===== src/rtl/ram_ctrl_pkg.sv =====
// rtl/ram_ctrl_pkg.sv - shared types and sizing for the RAM entry controller
package ram_ctrl_pkg;

   localparam int ADDR_W_DEF     = 4;
   localparam int DATA_W_DEF     = 8;
   localparam int REPEAT_DLY_DEF = 25_000_000;
   localparam int REPEAT_PER_DEF = 5_000_000;

   // Write mode is WR_IDLE/WR_COMMIT, read mode is RD_IDLE.
   typedef enum logic [1:0] {
      WR_IDLE   = 2'd0,
      WR_COMMIT = 2'd1,
      RD_IDLE   = 2'd2
   } state_e;

   // Counter width that can hold the larger of the two repeat intervals.
   function automatic int rep_cnt_w(input int dly, input int per);
      int m;
      m = (dly > per) ? dly : per;
      return (m < 2) ? 1 : $clog2(m + 1);
   endfunction

   localparam int REPEAT_CNT_W = rep_cnt_w(REPEAT_DLY_DEF, REPEAT_PER_DEF);

endpackage


===== src/rtl/btn_edge.sv =====
// rtl/btn_edge.sv - button press detector with optional hold auto-repeat (HOLD_REPEAT_EN)
module btn_edge
   import ram_ctrl_pkg::*;
#(
   parameter int REPEAT_DLY = REPEAT_DLY_DEF,
   parameter int REPEAT_PER = REPEAT_PER_DEF
) (
   input  logic       clk,
   input  logic       clr,
   input  logic [1:0] btn_i,
   output logic [1:0] press_o
);

   logic [1:0] btn_q;
   logic [1:0] edge_w;

   // Previous button levels; all ones at reset so a held button gives no press.
   always_ff @(posedge clk) begin
      if (clr) btn_q <= 2'b11;
      else     btn_q <= btn_i;
   end

   assign edge_w = btn_i & ~btn_q;

`ifdef HOLD_REPEAT_EN
   localparam int CNT_W = rep_cnt_w(REPEAT_DLY, REPEAT_PER);

   logic [CNT_W-1:0] cnt_q, cnt_d, cnt_inc;
   logic             rep_q, rep_d;
   logic             fire;
   logic             held;

   // btn[0] was high last cycle and still is: the hold is continuing.
   assign held    = btn_i[0] & btn_q[0];
   assign cnt_inc = cnt_q + 1'b1;

   // Count held cycles; first repeat after REPEAT_DLY, later ones every REPEAT_PER.
   always_comb begin
      cnt_d = cnt_q;
      rep_d = rep_q;
      fire  = 1'b0;
      if (!held || edge_w[1]) begin
         cnt_d = '0;
         rep_d = 1'b0;
      end else if (cnt_inc == (rep_q ? CNT_W'(REPEAT_PER) : CNT_W'(REPEAT_DLY))) begin
         fire  = 1'b1;
         cnt_d = '0;
         rep_d = 1'b1;
      end else begin
         cnt_d = cnt_inc;
      end
   end

   // Repeat counter state.
   always_ff @(posedge clk) begin
      if (clr) begin
         cnt_q <= '0;
         rep_q <= 1'b0;
      end else begin
         cnt_q <= cnt_d;
         rep_q <= rep_d;
      end
   end

   assign press_o = edge_w | {1'b0, fire};
`else
   assign press_o = edge_w;
`endif

endmodule


===== src/rtl/ram_entry_ctrl.sv =====
// rtl/ram_entry_ctrl.sv - write/read mode FSM over a 16x8 RAM (HOLD_REPEAT_EN enables auto-repeat)
module ram_entry_ctrl
   import ram_ctrl_pkg::*;
#(
   parameter int ADDR_W     = ADDR_W_DEF,
   parameter int DATA_W     = DATA_W_DEF,
   parameter int REPEAT_DLY = REPEAT_DLY_DEF,
   parameter int REPEAT_PER = REPEAT_PER_DEF
) (
   input  logic              clk,
   input  logic              clr,
   input  logic [1:0]        btn,
   input  logic [DATA_W-1:0] sw,
   output logic [ADDR_W-1:0] addr,
   output logic [DATA_W-1:0] dout,
   output logic              we,
   output logic              mode,
   output logic              wrap
);

   localparam int                DEPTH    = 2 ** ADDR_W;
   localparam logic [ADDR_W-1:0] ADDR_MAX = '1;

   state_e            state_q, state_d;
   logic [ADDR_W-1:0] addr_q, addr_d;
   logic [DATA_W-1:0] dout_q;
   logic              wrap_q, wrap_d;
   logic [1:0]        press;
   logic [DATA_W-1:0] mem [DEPTH];

   btn_edge #(
      .REPEAT_DLY (REPEAT_DLY),
      .REPEAT_PER (REPEAT_PER)
   ) u_btn_edge (
      .clk     (clk),
      .clr     (clr),
      .btn_i   (btn),
      .press_o (press)
   );

   // Next state, address and wrap flag; a mode change outranks a store/step.
   always_comb begin
      state_d = state_q;
      addr_d  = addr_q;
      wrap_d  = 1'b0;
      case (state_q)
         WR_IDLE: begin
            if (press[1]) begin
               state_d = RD_IDLE;
               addr_d  = '0;
            end else if (press[0]) begin
               state_d = WR_COMMIT;
            end
         end
         WR_COMMIT: begin
            addr_d  = addr_q + 1'b1;
            wrap_d  = (addr_q == ADDR_MAX);
            state_d = WR_IDLE;
         end
         RD_IDLE: begin
            if (press[1]) begin
               state_d = WR_IDLE;
               addr_d  = '0;
            end else if (press[0]) begin
               addr_d = addr_q + 1'b1;
               wrap_d = (addr_q == ADDR_MAX);
            end
         end
         default: begin
            state_d = WR_IDLE;
            addr_d  = '0;
         end
      endcase
   end

   // Control registers.
   always_ff @(posedge clk) begin
      if (clr) begin
         state_q <= WR_IDLE;
         addr_q  <= '0;
         wrap_q  <= 1'b0;
      end else begin
         state_q <= state_d;
         addr_q  <= addr_d;
         wrap_q  <= wrap_d;
      end
   end

   // Memory write in the commit cycle; contents survive clr, and clr cancels the write.
   always_ff @(posedge clk) begin
      if (!clr && state_q == WR_COMMIT) mem[addr_q] <= sw;
   end

   // Registered read-first output of the current address.
   always_ff @(posedge clk) begin
      if (clr) dout_q <= '0;
      else     dout_q <= mem[addr_q];
   end

   assign addr = addr_q;
   assign dout = dout_q;
   assign we   = (state_q == WR_COMMIT);
   assign mode = (state_q == RD_IDLE);
   assign wrap = wrap_q;

endmodule


===== config.mk =====
export PLATFORM = sky130hd
export DESIGN_NAME = ram_entry_ctrl
export DESIGN_NICKNAME = d
export VERILOG_FILES = /design/src/rtl/ram_ctrl_pkg.sv /design/src/rtl/btn_edge.sv /design/src/rtl/ram_entry_ctrl.sv
export SDC_FILE = /design/constraint.sdc
export NUM_CORES = 1
export LEC_CHECK = 0
export BUFFER_PORTS_ARGS = -buffer_cell sky130_fd_sc_hd__buf_2
export CAP_MARGIN = 15
export CORE_ASPECT_RATIO = 2
export CORE_UTILIZATION = 30
export DETAILED_ROUTE_END_ITERATION = 6
export PLACE_DENSITY = 0.52
export SYNTH_ARGS = -nofsm -noshare
export SYNTH_HDL_FRONTEND = slang
export SYNTH_SLANG_ARGS = --single-unit

===== constraint.sdc =====
create_clock -name clk -period 5.97 [get_ports clk]
set_clock_uncertainty 0.15 [all_clocks]
set_input_delay 0.597 -clock clk [delete_from_list [all_inputs] [get_ports clk]]
set_output_delay 0.597 -clock clk [all_outputs]
set_load 0.005 [all_outputs]

==> results.cfg, run 1 <==
[synth]
synthCells = 293
synthDominantCellAreaShare_pct = 67.8
synthDistinctLibCells = 39
post-synth-top-area-cell = sky130_fd_sc_hd__edfxtp_1
syn-mean-instance-area_um2 = 19.4
synthFlopType = sky130_fd_sc_hd__edfxtp_1
synth-async-reset-ratio_pct = 0
seq_area_frac_synth_pct = 73.8
synth_nets = 312
postSynthRegisterBits = 145
synthTopCellsByArea = sky130_fd_sc_hd__edfxtp_1 68%, sky130_fd_sc_hd__mux4_2 9.5%, sky130_fd_sc_hd__dfxtp_1 6.0%
yosys_warnings = 0
synthesis.area_mm2 = 0.00567
synth_edf_count = 128

[global_route]
global_route.overflow_total = 0
grt_start_max_net_pins = 40
vias_in_the_first_global_route = 3071
grt_first_pass_wirelength_um = 18900
antenna_violations_before_repair = 0
grt_use_total_pct = 14.0

[floorplanning]
initial_utilization_pct = 30.8
die_w_um = 99.2
core_mm2 = 0.0184
rows = 70
dieHeight_um = 196
die-area_mm2 = 0.0195
top_level_port_count = 27

[sta]
period_needed_ns = 2.37
max_clock_freq_ghz = 0.422
worstMarginPinSlew_ns = 0.886
timing.final.max_slew_violations = 0
post-route-period-util_pct = 39.7
setup_viol = 0
finalHoldViolations = 0
grt_setup_unrepaired = false
setup_total_negative_slack_ns = 0
slew-limit-headroom_pct = 40.7

[clocking]
clock_insertion_delay_worst_skew_ns = 0.42
cts_root_buffer = sky130_fd_sc_hd__clkbuf_16
clkTransAtPathRegs_ns = 0.06
post-cts-setup-buffer-count = 0
clk_sinks = 145
post_cts_resized = 0
cts-htree-levels = 4
tritoncts = done
clock_tree.buffer_depth = 2
hold_buffers = 0
cts_buffers = 17

[power]
cell_internal_pwr_w = 0.00174
clock_power_share_pct = 46.9
cell_leakage_power_nw = 2.13
pwr-share-seq_pct = 51.2
vdd_drop_max_mv = 0.167
power_frac_comb_pct = 2.0
p_per_area_mw_per_mm2 = 329
switchingPower_w = 0.000423
switching_share_pct = 19.5

[cells_and_area]
area_delta_synth_final_pct = 16.2
final_layout_size_suffix_gt1_share_pct = 27.2
final_util_pct = 35.8
finish.net_count = 351
n_diodes = 0

[critical_path]
crit_path_end_kind = flop
critical_path_required_ns = 5.86
worst-setup-path-type = flop to flop
timing.critical_path.arrival_ns = 2.27
worst_setup_path_start_kind = flop
worstPathMaxFanout = 39

[route]
detailroute.wirelength.met2_um = 7070
routedWlPerCell_um = 22.3
detail-route-antenna-nets = 0
detailedRoute.firstPassIterationCount = 5
top_layer_used = met4
detail_route.iter0.violations = 153
detail_route.vias_per_cell = 5.11
drt-met1-wl_um = 4530
detailroute.via_count = 2864
wl_um = 12500
detailroute.wirelength.met3_um = 343
route.detailed.drc = 0

[run_status]
status = finished clean

[placement]
routabilityCongestion = 0.826
io_buffer_count = 26
placed_wire_length_estimate_after_detailed_placement_um = 8510

[worst_hold_path]
hold_path_class = primary input to flop

[job]
max-cap-violations = 0
registers in the layout, summed over array words and instances (netlist names):
| signal | flops |
|---|---|
| addr | 4 |
| dout | 8 |
| mem | 128 |
| state_q | 2 |
| u_btn_edge.btn_q | 2 |
| wrap | 1 |
synth_stat cells, types with 3 or more instances:
master                     instances
sky130_fd_sc_hd__nor2_1           16
sky130_fd_sc_hd__a22oi_1          16
sky130_fd_sc_hd__mux4_1            6
sky130_fd_sc_hd__ha_1              7
sky130_fd_sc_hd__inv_1             4
sky130_fd_sc_hd__buf_2             3
sky130_fd_sc_hd__o21ai_0           4
sky130_fd_sc_hd__nand3_1           3
sky130_fd_sc_hd__nor2b_1           3
sky130_fd_sc_hd__nand2_1          13
sky130_fd_sc_hd__edfxtp_1        128
sky130_fd_sc_hd__dfxtp_1          17
sky130_fd_sc_hd__nor3_1            4
sky130_fd_sc_hd__buf_6             4
sky130_fd_sc_hd__mux4_2           24
sky130_fd_sc_hd__nand2b_1          7
worst paths after layout:
check / cells past startpoint / end / slack, ns / from
worst max-delay path: 4 / mem[10][7]$_DFFE_PP_ / 3.60 / addr[1]$_SDFFE_PP0P_
worst min-delay path: 2 / u_btn_edge.btn_q[0]$_SDFF_PP1_ / 0.23 / btn[0]
worst max register to register: 4 / mem[10][7]$_DFFE_PP_ / 3.60 / addr[1]$_SDFFE_PP0P_
worst min register to register: 2 / state_q[1]$_SDFFE_PP0P_ / 0.39 / state_q[1]$_SDFFE_PP0P_
worst max-delay path: stages (launching register included):
cell,delay (ns)
sky130_fd_sc_hd__dfxtp_2,0.32
sky130_fd_sc_hd__buf_4,0.51
sky130_fd_sc_hd__ha_1,0.27
sky130_fd_sc_hd__nand2_1,0.12
sky130_fd_sc_hd__nor2_1,0.61
logic make-up after synthesis:
| logic type | share of synthesized area, % |
|---|---|
| buffers and inverters | 2.36 |
| AOI/OAI and AO/OA | 3.75 |
| and+or+nand+nor | 5.52 |
| adders and majority gates | 1.54 |
| muxes | 13.1 |
| DFF | 73.8 |
layout by cell type (no fill, tap or decap), types with 3 or more instances in the layout:
master | netlist | final
sky130_fd_sc_hd__buf_4 | 1 | 6
sky130_fd_sc_hd__inv_1 | 4 | 4
sky130_fd_sc_hd__clkinv_2 | 0 | 5
sky130_fd_sc_hd__mux4_1 | 6 | 6
sky130_fd_sc_hd__o21ai_0 | 4 | 4
sky130_fd_sc_hd__a22oi_1 | 16 | 16
sky130_fd_sc_hd__mux4_2 | 24 | 24
sky130_fd_sc_hd__clkinvlp_4 | 0 | 3
sky130_fd_sc_hd__nand3_1 | 3 | 3
sky130_fd_sc_hd__clkbuf_16 | 0 | 20
sky130_fd_sc_hd__ha_1 | 7 | 7
sky130_fd_sc_hd__edfxtp_1 | 128 | 128
sky130_fd_sc_hd__buf_2 | 3 | 26
sky130_fd_sc_hd__nand2b_1 | 7 | 7
sky130_fd_sc_hd__nor2_1 | 16 | 16
sky130_fd_sc_hd__nand2_1 | 13 | 13
sky130_fd_sc_hd__nor2b_1 | 3 | 3
sky130_fd_sc_hd__nor3_1 | 4 | 4
sky130_fd_sc_hd__dfxtp_1 | 17 | 16
power groups by stage:
stage          Combinational (W)  Clock [W]  Sequential (W)
6_report               0.0000425    0.00102         0.00111
5_1_grt                0.0000474    0.00107         0.00111
4_1_cts                0.0000437    0.00104         0.00111
3_5_place_dp           0.0000435          0         0.00113
3_3_place_gp           0.0000420          0         0.00113
2_1_floorplan          0.0000163          0         0.00113
cell type report:
cell class	count	area [µm²]
multi-input combinational	131	1350
timing repair buffer	33	183
inverter	4	15.0
fill	1718	11800
sequential	145	4190
clock inverter	8	47.5
tap	216	270
clock buffer	24	536
layer usage:
layer,vias up,global-route usage (%)
li1,1270,-
met1,1495,14.2
met2,76,25.6
met3,23,3.05
met4,0,8.93
met5,-,0
per-stage QoR:
step / hold slack, ns / worst slack [ns] / instances / area [µm²] / total power [W]
after CTS: 0.222 / 3.34 / 560 / 6580 / 0.00219
final: 0.233 / 3.60 / 561 / 6590 / 0.00217
after global routing: 0.223 / 3.39 / 561 / 6590 / 0.00222
after global placement: 0.367 / 3.33 / 528 / 6000 / 0.00117
after floorplan: 0.340 / 3.76 / 293 / 5670 / 0.00115
after detailed placement: 0.384 / 3.21 / 528 / 6000 / 0.00117
Power figures use the tool's default switching activity.
==> run 2, diff against run 1 <==
==> constraint.sdc (replaced) <==
create_clock -name clk -period 2.3 [get_ports clk]
set_clock_uncertainty 0.15 [all_clocks]
set_input_delay 0.23 -clock clk [delete_from_list [all_inputs] [get_ports clk]]
set_output_delay 0.23 -clock clk [all_outputs]
set_load 0.005 [all_outputs]
==> results.cfg, run 2 (synthesis gave the netlist of run 1 again) <==
[floorplanning]
dieHeight_um = 196
die-area_mm2 = 0.0195
die_w_um = 99.2
core_mm2 = 0.0184
initial_utilization_pct = 30.8
top_level_port_count = 27
rows = 70

[cells_and_area]
regMostFlops = mem
finish.cell_count_without_fillers = 586
finish.net_count = 376
n_diodes = 0
n_fill_cell = 1688
largest_register_ff_count = 128
most-common-layout-cells = 128 x sky130_fd_sc_hd__edfxtp_1, 27 x sky130_fd_sc_hd__buf_4, 26 x sky130_fd_sc_hd__buf_2
final_layout_size_suffix_gt1_share_pct = 31.9
area_delta_synth_final_pct = 20.3
mostFrequentLayoutCell = sky130_fd_sc_hd__edfxtp_1
final_cell_area_mm2 = 0.00682

[clocking]
post-cts-setup-buffer-count = 0
post_cts_resized = 0
cts_root_buffer = sky130_fd_sc_hd__clkbuf_16
clock_tree.buffer_depth = 2
cts-htree-levels = 4
hold_buffers = 2
clk_sinks = 145
clkTransAtPathRegs_ns = 0.06
tritoncts = done
cts_buffers = 17
clock_insertion_delay_worst_skew_ns = 0.42

[sta]
period_needed_ns = 2.06
timing.final.max_slew_violations = 0
finalHoldViolations = 0
setup_viol = 0
max_clock_freq_ghz = 0.486
post-route-period-util_pct = 89.4
setup_total_negative_slack_ns = 0
grt_setup_unrepaired = false
slew-limit-headroom_pct = 49.6
hold_ws_ns = 0.0522
worstMarginPinSlew_ns = 0.753

[power]
cell_leakage_power_nw = 2.26
finalPower_w = 0.00569
vdd_drop_max_mv = 0.483
p_per_area_mw_per_mm2 = 834

[route]
detailroute.via_count = 2914
wl_um = 13000
detail_route.iter0.violations = 145
detailedRoute.firstPassIterationCount = 4
detail_route.vias_per_cell = 4.97
detail-route-antenna-nets = 0
routedWlPerCell_um = 22.2
route.detailed.drc = 0

[worst_hold_path]
hold_path_class = primary input to flop

[critical_path]
crit_path_end_kind = flop
worstPathCellList = inv_1 > ha_1 > nor2b_1 > nand2_1 > nor2_1 > buf_4
cpPeakStageDelay_ns = 0.33
timing.critical_path.arrival_ns = 2.03
critical_path_required_ns = 2.28
cpMaxStageDelayCell = sky130_fd_sc_hd__dfxtp_1
worst_setup_path_start_kind = flop
worst-setup-path-type = flop to flop
worstPathMaxFanout = 5

[run_status]
status = finished clean

[global_route]
global_route.overflow_total = 0
vias_in_the_first_global_route = 3107
grt_start_max_net_pins = 28
grt_use_total_pct = 14.5
antenna_violations_before_repair = 0
grt_first_pass_wirelength_um = 19500

[job]
max-cap-violations = 0

[placement]
io_buffer_count = 26
postPlaceCellArea_mm2 = 0.00622
placed_instance_count = 552
placed_wire_length_estimate_after_detailed_placement_um = 9240
routabilityCongestion = 0.833
-- run 2: area by class of cell --
type | instances | area (µm²) | share of cell area (%)
clock buffer | 17 | 425 | 6.24
clock inverter | 15 | 160 | 2.35
inverter | 4 | 15.0 | 0.220
multi-input combinational | 131 | 1350 | 19.8
sequential | 145 | 4190 | 61.3
tap | 216 | 270 | 3.96
timing repair buffer | 58 | 413 | 6.05
-- run 2: per-stage QoR --
step           setup slack [ns]  util (%)
3_5_place_dp              0.255      33.8
3_3_place_gp              0.245      33.8
5_1_grt                   0.156      37.1
4_1_cts                   0.240      37.1
6_report                  0.243      37.1
2_1_floorplan             0.203         -
-- run 2: worst max-delay path, delay by kind of cell, from the launching register on --
kind / cells / cell delay [ns]
adder cells (fa/ha/maj): 1 / 0.21
buffers and inverters: 2 / 0.31
flip-flops: 1 / 0.33
AND/OR/NAND/NOR: 3 / 0.76
-- run 2: final timing paths --
path / slack (ns) / end / startpoint / cells past startpoint
setup / recovery: 0.24 / mem[5][2]$_DFFE_PP_ / state_q[1]$_SDFFE_PP0P_ / 6
hold / removal: 0.05 / u_btn_edge.btn_q[0]$_SDFF_PP1_ / clr / 2
setup reg to reg: 0.24 / mem[5][2]$_DFFE_PP_ / state_q[1]$_SDFFE_PP0P_ / 6
hold reg to reg: 0.40 / state_q[1]$_SDFFE_PP0P_ / state_q[1]$_SDFFE_PP0P_ / 2
-- run 2: power by group --
part           internal, W  switching (W)  total [W]
clock              0.00160        0.00110    0.00270
sequential         0.00287     0.00000587    0.00288
combinational    0.0000357      0.0000769   0.000113
total              0.00451        0.00118    0.00569
-- run 2: metal layers --
| layer | vias to the layer above | global-route usage [%] | part of all wire, % |
|---|---|---|---|
| li1 | 1322 | - | - |
| met1 | 1484 | 14.5 | 35 |
| met2 | 80 | 26.6 | 57 |
| met3 | 28 | 2.91 | 3.3 |
| met4 | 0 | 9.42 | 4.5 |
| met5 | - | 0 | 0 |
==> run 3, diff against run 2 <==
--- a/config.mk
+++ b/config.mk
@@ -6,11 +6,10 @@
 export NUM_CORES = 1
 export LEC_CHECK = 0
 export BUFFER_PORTS_ARGS = -buffer_cell sky130_fd_sc_hd__buf_2
-export CAP_MARGIN = 15
 export CORE_ASPECT_RATIO = 2
 export CORE_UTILIZATION = 30
 export DETAILED_ROUTE_END_ITERATION = 6
-export PLACE_DENSITY = 0.52
+export PLACE_DENSITY = 0.56
 export SYNTH_ARGS = -nofsm -noshare
 export SYNTH_HDL_FRONTEND = slang
 export SYNTH_SLANG_ARGS = --single-unit
==> results.cfg, run 3 (synthesis gave the netlist of run 1 again) <==
[run_status]
status = finished clean

[clocking]
tritoncts = done
hold_buffers = 5
clock_insertion_delay_worst_skew_ns = 0.42
cts_buffers = 17
clk_sinks = 145
cts-htree-levels = 4
cts_root_buffer = sky130_fd_sc_hd__clkbuf_16
post-cts-setup-buffer-count = 0
clkTransAtPathRegs_ns = 0.07
clock_tree.buffer_depth = 2
post_cts_resized = 0

[placement]
routabilityCongestion = 0.797
post_place_setup_slack_ns = 0.385
placed_wire_length_estimate_after_detailed_placement_um = 8720
io_buffer_count = 26
postPlaceCellArea_mm2 = 0.00621

[cells_and_area]
final_layout_size_suffix_gt1_share_pct = 32.4
regMostFlops = mem
final_util_pct = 37.3
final_cell_area_mm2 = 0.00687
most-common-layout-cells = 128 x sky130_fd_sc_hd__edfxtp_1, 32 x sky130_fd_sc_hd__buf_4, 26 x sky130_fd_sc_hd__buf_2
largest_register_ff_count = 128
n_diodes = 0
mostFrequentLayoutCell = sky130_fd_sc_hd__edfxtp_1
finish.net_count = 382
area_delta_synth_final_pct = 21.1
n_fill_cell = 1699

[sta]
post-route-period-util_pct = 85.6
worstMarginPinSlew_ns = 0.488
max_clock_freq_ghz = 0.508
hold_ws_ns = 0.0473
post-route-worst-setup-slack_ns = 0.332
finalHoldViolations = 0
grt_setup_unrepaired = false
timing.final.max_slew_violations = 0
setup_viol = 0
slew-limit-headroom_pct = 67.4
period_needed_ns = 1.97
setup_total_negative_slack_ns = 0

[route]
detailedRoute.firstPassIterationCount = 5
routedWlPerCell_um = 20.6
wl_um = 12200
detail-route-antenna-nets = 0
detailroute.via_count = 2904
route.detailed.drc = 0
detail_route.iter0.violations = 188
detail_route.vias_per_cell = 4.91

[floorplanning]
die_w_um = 99.2
die-area_mm2 = 0.0195
dieHeight_um = 196
top_level_port_count = 27
rows = 70
initial_utilization_pct = 30.8
core_mm2 = 0.0184

[critical_path]
worst-setup-path-type = flop to flop
worst_setup_path_start_kind = flop
worstPathMaxFanout = 8
rr_worst_depth = 6
crit_path_end_kind = flop
critical_path_required_ns = 2.27
timing.critical_path.arrival_ns = 1.94

[global_route]
global_route.overflow_total = 0
grt_start_max_net_pins = 21
grt_first_pass_wirelength_um = 18500
antenna_violations_before_repair = 0
vias_in_the_first_global_route = 3176
grt_use_total_pct = 13.7

[power]
clock_power_share_pct = 47.7
p_per_area_mw_per_mm2 = 832
cell_leakage_power_nw = 2.31
switchingPower_w = 0.00119
power_frac_comb_pct = 2.0
pwr-share-seq_pct = 50.3
switching_share_pct = 20.9
cell_internal_pwr_w = 0.00452
vdd_drop_max_mv = 0.472

[worst_hold_path]
hold_path_depth = 1
hold_path_class = primary input to flop

[job]
max-cap-violations = 0
==> run 3: cell count changes in the layout (fill, tap and decap cells not counted), sizes merged <==
cell,change
inv,+7
clkinv,-4
clkinvlp,-4
buf,+3
clkbuf,+3
dlygate4sd3,+3
bufinv,-2
==> run 3: cell type report <==
type                    count  area, µm²  area share, %
flip-flops and latches    145       4190           60.9
multi-input cells         131       1350           19.7
clock buffers              20        500           7.29
repair buffers             64        440           6.41
well taps                 216        270           3.94
clock inverters            12        103           1.49
inverters                   4       15.0          0.219
==> run 3: routing by layer <==
metal  GRT usage, %  wire [µm]  vias up
li1               -          -     1339
met1           12.6       4120     1460
met2           25.7       7040       71
met3           2.73        340       34
met4           10.5        676        0
met5              0          0        -
==> run 3: critical path, stage by stage (launching register included) <==
cell,delay (ns)
sky130_fd_sc_hd__dfxtp_1,0.33
sky130_fd_sc_hd__inv_1,0.08
sky130_fd_sc_hd__ha_1,0.22
sky130_fd_sc_hd__nor2b_1,0.29
sky130_fd_sc_hd__nand2_1,0.18
sky130_fd_sc_hd__nor3_1,0.17
sky130_fd_sc_hd__buf_4,0.23
==> run 3: stage by stage <==
step / power (W) / std cells
2_1_floorplan: 0.00297 / 293
3_3_place_gp: 0.00304 / 555
3_5_place_dp: 0.00304 / 555
4_1_cts: 0.00577 / 592
5_1_grt: 0.00588 / 592
6_report: 0.00571 / 592
==> run 3: worst paths after layout <==
check,startpoint,to,slack (ns)
max reg2reg,state_q[1]$_SDFFE_PP0P_,mem[0][2]$_DFFE_PP_,0.33
min reg2reg,state_q[1]$_SDFFE_PP0P_,state_q[1]$_SDFFE_PP0P_,0.41
max,state_q[1]$_SDFFE_PP0P_,mem[0][2]$_DFFE_PP_,0.33
min,sw[4],mem[7][4]$_DFFE_PP_,0.05
==> run 3: power groups by stage <==
stage | Combinational, W | Clock, W | Sequential, W
after detailed placement | 0.000108 | 0 | 0.00293
after CTS | 0.000114 | 0.00278 | 0.00287
after global placement | 0.000106 | 0 | 0.00293
final | 0.000113 | 0.00273 | 0.00287
after floorplan | 0.0000424 | 0 | 0.00293
after global routing | 0.000125 | 0.00288 | 0.00287
